`config.mk`:
```
export PLATFORM = sky130hd
export DESIGN_NAME = branch_ctrl
export DESIGN_NICKNAME = d
export VERILOG_FILES = /design/src/rtl/branch_ctrl.sv
export SDC_FILE = /design/constraint.sdc
export NUM_CORES = 1
export LEC_CHECK = 0
export BUFFER_PORTS_ARGS = -buffer_cell sky130_fd_sc_hd__buf_2
export CAP_MARGIN = 20
export CORE_AREA = 2 2 152 117
export CTS_CLUSTER_SIZE = 30
export DETAILED_ROUTE_END_ITERATION = 8
export DIE_AREA = 0 0 154 119
export GPL_TIMING_DRIVEN = 0
export PLACE_DENSITY = 0.79
export SYNTH_ARGS = -nofsm -noshare
export SYNTH_HDL_FRONTEND = slang
export SYNTH_SLANG_ARGS = --single-unit
```
`constraint.sdc`:
```
create_clock -name clk -period 3.6 [get_ports clk]
set_input_delay 0.72 -clock clk [delete_from_list [all_inputs] [get_ports clk]]
set_output_delay 0.72 -clock clk [all_outputs]
set_load 0.02 [all_outputs]
```
`src/rtl/branch_ctrl.sv`:
```
// Decode-stage branch resolution sequencer: waits for operands, drives the
// shared comparator from registered operands and issues a registered redirect.
module branch_ctrl #(
    parameter int CNT_W = 16
) (
    input  logic             clk,
    input  logic             reset,
    input  logic             br_valid,
    input  logic [2:0]       br_op,
    input  logic [31:0]      pc_d,
    input  logic [15:0]      imm16,
    input  logic [31:0]      rs_val,
    input  logic [31:0]      rt_val,
    input  logic             rs_ready,
    input  logic             rt_ready,
    input  logic             flush,
    output logic [31:0]      cmp_a,
    output logic [31:0]      cmp_b,
    input  logic [1:0]       cmp_pd,
    output logic             stall,
    output logic             done,
    output logic             taken,
    output logic [31:0]      target,
    output logic             illegal,
    output logic [CNT_W-1:0] br_cnt,
    output logic [CNT_W-1:0] taken_cnt
);

    typedef enum logic [1:0] {IDLE, WAIT, CMP} state_t;

    state_t      state, state_nx;
    logic [2:0]  op_q;
    logic [31:0] pc_q;
    logic [15:0] imm_q;
    logic [31:0] a_q, b_q;
    logic [2:0]  op_sel;
    logic        accept;
    logic        opnd_ok;
    logic        load;
    logic        resolve;
    logic        rule;
    logic        dec;
    logic [31:0] tgt;

    // In IDLE the incoming op decides readiness, afterwards the latched one.
    assign op_sel  = (state == IDLE) ? br_op : op_q;
    assign accept  = br_valid & ~flush;
    assign resolve = (state == CMP) & ~flush;

    always_comb begin
        opnd_ok = rs_ready;
        case (op_sel)
            3'd0, 3'd1: opnd_ok = rs_ready & rt_ready;
            3'd6, 3'd7: opnd_ok = 1'b1;
            default:    opnd_ok = rs_ready;
        endcase
    end

    always_comb begin
        state_nx = state;
        load     = 1'b0;
        unique case (state)
            IDLE: begin
                if (accept) begin
                    if (opnd_ok) begin
                        load     = 1'b1;
                        state_nx = CMP;
                    end else begin
                        state_nx = WAIT;
                    end
                end
            end
            WAIT: begin
                if (flush) begin
                    state_nx = IDLE;
                end else if (opnd_ok) begin
                    load     = 1'b1;
                    state_nx = CMP;
                end
            end
            CMP:     state_nx = IDLE;
            default: state_nx = IDLE;
        endcase
    end

    always_comb begin
        rule = 1'b0;
        case (op_q)
            3'd0:    rule = (cmp_pd == 2'd1);
            3'd1:    rule = (cmp_pd != 2'd1);
            3'd2:    rule = (cmp_pd != 2'd2);
            3'd3:    rule = (cmp_pd == 2'd2);
            3'd4:    rule = (cmp_pd == 2'd0);
            3'd5:    rule = (cmp_pd != 2'd0);
            default: rule = 1'b0;
        endcase
    end

    // An invalid comparator code (3) only lets the unconditional branch through.
    assign dec = (op_q == 3'd6) | (rule & (cmp_pd != 2'd3));
    assign tgt = pc_q + 32'd4 + {{14{imm_q[15]}}, imm_q, 2'b00};

    assign stall = ~reset & ((state == IDLE & accept) | (state != IDLE));
    assign cmp_a = a_q;
    assign cmp_b = b_q;

    always_ff @(posedge clk) begin
        if (reset) begin
            state     <= IDLE;
            op_q      <= 3'd0;
            pc_q      <= 32'd0;
            imm_q     <= 16'd0;
            a_q       <= 32'd0;
            b_q       <= 32'd0;
            done      <= 1'b0;
            taken     <= 1'b0;
            illegal   <= 1'b0;
            target    <= 32'd0;
            br_cnt    <= '0;
            taken_cnt <= '0;
        end else begin
            state   <= state_nx;
            done    <= resolve;
            taken   <= resolve & dec;
            illegal <= resolve & (op_q == 3'd7);
            if (state == IDLE && accept) begin
                op_q  <= br_op;
                pc_q  <= pc_d;
                imm_q <= imm16;
            end
            if (load) begin
                a_q <= rs_val;
                b_q <= (op_sel < 3'd2) ? rt_val : 32'd0;
            end
            if (resolve) begin
                target <= tgt;
                br_cnt <= br_cnt + CNT_W'(1);
                if (dec) begin
                    taken_cnt <= taken_cnt + CNT_W'(1);
                end
            end
        end
    end

endmodule

```
== Word-level counts from Yosys, hierarchy flattened ==
Index checks and enable logic that the tools add are counted.

* Input bits: 123
* Output and inout bits: 132
* Logic and storage cells: 72
* Flip-flop bits (word level): 184

* Multiplexer cells: 13
* Reductions and logical operators: 11
* $lt $le $gt $ge: 1
* Bitwise operators: 12
* Add/sub/neg operators: 4
* Equality and inequality tests: 19

{| class="wikitable"
|+ Operators by type and width
! operator !! count
|-
| $add 16x1->16 const B || 2
|-
| $add 32x3->32 const B || 1
|-
| $add 32x32->32 || 1
|-
| $mux 32 || 1
|-
| $eq 3x3->1 const B || 6
|-
| $and 1x1->1 || 8
|-
| $mux 2 || 4
|-
| $eq 3x1->1 const B || 2
|-
| $eq 3x2->1 const B || 2
|-
| $logic_not 3->1 || 2
|-
| $ne 2x2->1 const B || 3
|-
| $pmux 1 s6 || 1
|-
| $eq 2x1->1 const B || 2
|-
| $eq 2x2->1 const B || 2
|-
| $logic_not 2->1 || 2
|-
| $pmux 1 s2 || 2
|-
| $pmux 2 s2 || 1
|-
| $reduce_and 2->1 || 2
|-
| $reduce_bool 2->1 || 2
|-
| $reduce_or 2->1 || 2
|-
| $lt 3x2->1 const B || 1
|-
| $mux 1 || 3
|-
| $mux 3 || 1
|-
| $ne 3x3->1 const B || 1
|-
| 4 further kinds || 6
|}

== Depth between registers and ports, before layout ==
* Word-level depth: 8
* Mapped depth: 12
* Mapped depth without buffers: 12

== Worst setup path before layout ==
Ideal clock, no wire load.

* Path type: register to register
* Start: register imm_q[15]
* End: register target[28]
* Arrival: 2.715 ns
* Period minus slack after synthesis: 2.837 ns
* Stages on the path, launching flop included: 11
* Path buffers: 1
* Required time: 3.478 ns
* Setup slack: 0.763 ns
* Library setup time: 0.122 ns
* Cell sequence: dfxtp_1 ha_1 ha_1 clkbuf_1 a21o_1 a2111oi_0 a21oi_1 and3_1 a2111oi_2 nor4_1 nand3b_1

* Word-level cells in the longest chain between the ends: 1

{| class="wikitable"
|+ Ends and longest elaborated chain
! element !! RTL line !! RTL
|-
| start, declared || 34 || <nowiki>logic [15:0] imm_q;</nowiki>
|-
| start signal, assigned || 129 || <nowiki>imm_q <= imm16;</nowiki>
|-
| $add 32x32->32 || 101 || <nowiki>assign tgt = pc_q + 32'd4 + {{14{imm_q[15]}}, imm_q, 2'b00};</nowiki>
|-
| end signal, assigned || 136 || <nowiki>target <= tgt;</nowiki>
|-
| end, declared || 23 || <nowiki>output logic [31:0] target,</nowiki>
|}

Every way passes these cells.
A chain may end at the register's enable or synchronous reset.

== Final worst setup path ==
Same ends and word-level chain as after synthesis.

==> flow_metrics.env <==
export IMPL_ant_nets=0
export IMPL_synth_cells_most_frequent="nand2_1, dfxtp_1, a21oi_1"
export IMPL_vias_per_cell=5.39
export IMPL_tns_ns=0
export IMPL_synthFlopType="dfxtp_1"
export IMPL_required_ns=3.91
export IMPL_grt_max_degree=19
export IMPL_synth_cell_type_count=59
export IMPL_ys_seq_area_share_pct=42.8
export IMPL_place_congestion=0.900
export IMPL_drtPass1Iterations=5
export IMPL_cts_tree="yes"
export IMPL_grt_overflow=0
export IMPL_post_dp_hpwl_um=19000
export IMPL_ys_seq_elements=184
export IMPL_nets=1525
export IMPL_p_leak_uw=0.00501
export IMPL_grt_pass1_vias=7716
export IMPL_min_path_type="reg -> reg"
export IMPL_io_pins=255
export IMPL_fp_coreArea_mm2=0.0171
export IMPL_max_slew_margin_rel_pct=38.6
export IMPL_clock_latency_ns=0.43
export IMPL_clk_pin_slew_ns=0.07
export IMPL_synth_top_cell_area_share_pct=42.8
export IMPL_syn_nets=1252
export IMPL_totalWireLength_um=24900
export IMPL_cts_sinks=184
export IMPL_grt_pass1_wl_um=39400
export IMPL_fp_dieH_um=119
export IMPL_drtIter0Drc=630
export IMPL_yosysWarnings=0
export IMPL_end_kind="register"
export IMPL_cts_made_buffers=17
export IMPL_rsz0062_at_grt="no"
export IMPL_peakVddDrop_mv=0.283
export IMPL_synthDominantAreaCellType="dfxtp_1"
export IMPL_drc_errors=0
export IMPL_netlist_instances=1069
export IMPL_vias=8487
export IMPL_slew_viol_final=0
export IMPL_fin_crit_sh_pct=88.9
export IMPL_clock_fmax_mhz=312
export IMPL_fin_crit_ns=3.20
export IMPL_grt_usage_pct=26.7
export IMPL_row_count=42
export IMPL_tightest_slew_ns=0.913
export IMPL_cts_htree_levels=4
export IMPL_post_cts_setup_buffers=0
export IMPL_cts_root_buf="clkbuf_16"
export IMPL_power_density_mw_per_mm2=421
export IMPL_areaGrowthSynthToFinish_pct=25.0
export IMPL_port_buffers=253
export IMPL_synth_most_common_cell="nand2_1"
export IMPL_worstPathArrival_ns=3.51
export IMPL_final_hold_violation_count=0
export IMPL_synth_edff_count=0
export IMPL_synth_area_leaders="dfxtp_1, nand2_1, a21oi_1"
export IMPL_die_w_um=154
export IMPL_finalClockSkew_ns=0.00929
export IMPL_async_flop_share_pct=0
export IMPL_antennaDiodeCount=0
export IMPL_syn_area_mm2=0.00860
export IMPL_crit_type="reg -> reg"
export IMPL_ctsLongestPathBuffers=2
export IMPL_setup_viol=0
export IMPL_grt_antenna_before_repair=0
export IMPL_cap_viol_max_count=0
export IMPL_path_max_fanout=16
export IMPL_dieArea_mm2=0.0183
export IMPL_layout_drive_gt1_share_pct=22.7
export IMPL_startpoint_type="register"
export IMPL_wl_per_cell_um=15.8
export IMPL_status="finished, final reports clean"
export IMPL_p_total_uw=4530
export IMPL_start_util_pct=50.4
export IMPL_syn_avg_cell_area_um2=8.05
cell families (layout without fill, tap and decap cells):
logic type	after synthesis	in the layout	synth area share, %
mux	1	1	0.116
compound gates	246	246	16.7
xor+xnor	47	47	4.78
flops	184	184	42.8
buf+inv	79	364	3.74
fa+ha+maj	60	60	8.81
simple gates	452	452	23.1
where the power goes:
group | switching (uW) | internal, uW
clock | 901 | 1010
sequential | 36.6 | 2090
combinational | 315 | 178
total | 1250 | 3270
stage by stage:
stage / util (%) / instances / hold slack [ns] / setup slack [ns] / instance area, um2
final: 63.0 / 1574 / 0.448 / 0.398 / 10800
after global placement: 59.4 / 1542 / 0.434 / 0.259 / 10100
after CTS: 63.0 / 1574 / 0.451 / 0.195 / 10800
after global routing: 63.0 / 1574 / 0.469 / 0.256 / 10800
after floorplan: - / 1069 / 0.432 / 0.763 / 8600
after detailed placement: 59.5 / 1543 / 0.441 / 0.228 / 10200
flip-flops by register name, summed over array words and instances (netlist names):
signal and cells:
br_cnt 16, cmp_a 32, cmp_b 32, done 1, illegal 1, imm_q 16
op_q 3, pc_q 32, state 2, taken 1, taken_cnt 16, target 32
metal layers:
layer  wire (um)  GRT usage, %
met1       11700          37.7
met2       11200          41.9
met3        1640          4.99
met4         453          7.71
met5           0             0
repair_timing:
| item | CTS | global route |
|---|---|---|
| hold buffers | 0 | 0 |
| gates resized for setup | 0 | 1 |
| endpoints found under the setup margin | 0 | 1 |
worst paths after layout:
| kind | from | endpoint | slack (ns) | cells after the start |
|---|---|---|---|---|
| setup / recovery | imm_q[15] | target[28] | 0.40 | 10 |
| hold reg to reg | target[25] | target[25] | 0.45 | 2 |
| setup reg to reg | imm_q[15] | target[28] | 0.40 | 10 |
| hold / removal | target[25] | target[25] | 0.45 | 2 |
cell usage in the layout (no fill, tap or decap), types with 5 or more instances in the layout:
cell,n
nand3_1,62
ha_1,59
buf_2,258
o21ai_0,16
nor3_1,8
nand4_1,17
clkbuf_16,17
xor2_1,30
a21oi_1,161
buf_4,6
nor2b_1,5
nand2_1,258
nand2b_1,8
inv_1,13
a31oi_1,10
a21o_1,21
clkbuf_1,51
dfxtp_1,183
xnor2_1,17
nor2_1,55
and3_1,14
critical path: stages (launching register included):
cell and delay [ns]:
dfxtp_2 0.57, ha_1 0.31, ha_1 0.29, clkbuf_1 0.22
a21o_1 0.27, a2111oi_0 0.43, a21oi_1 0.16, and3_1 0.20
a2111oi_2 0.35, nor4_1 0.08, nand3b_1 0.18
final cells by class:
cell class | instances | area (um2)
inverters | 15 | 56.3
fillers | 1535 | 6330
clock inverters | 13 | 159
flip-flops and latches | 184 | 3680
multi-input cells | 806 | 4600
clock buffers | 18 | 439
repair buffers | 254 | 1270
plain buffers | 64 | 265
well taps | 220 | 275
Note: power is estimated with default switching activity, not from simulation.
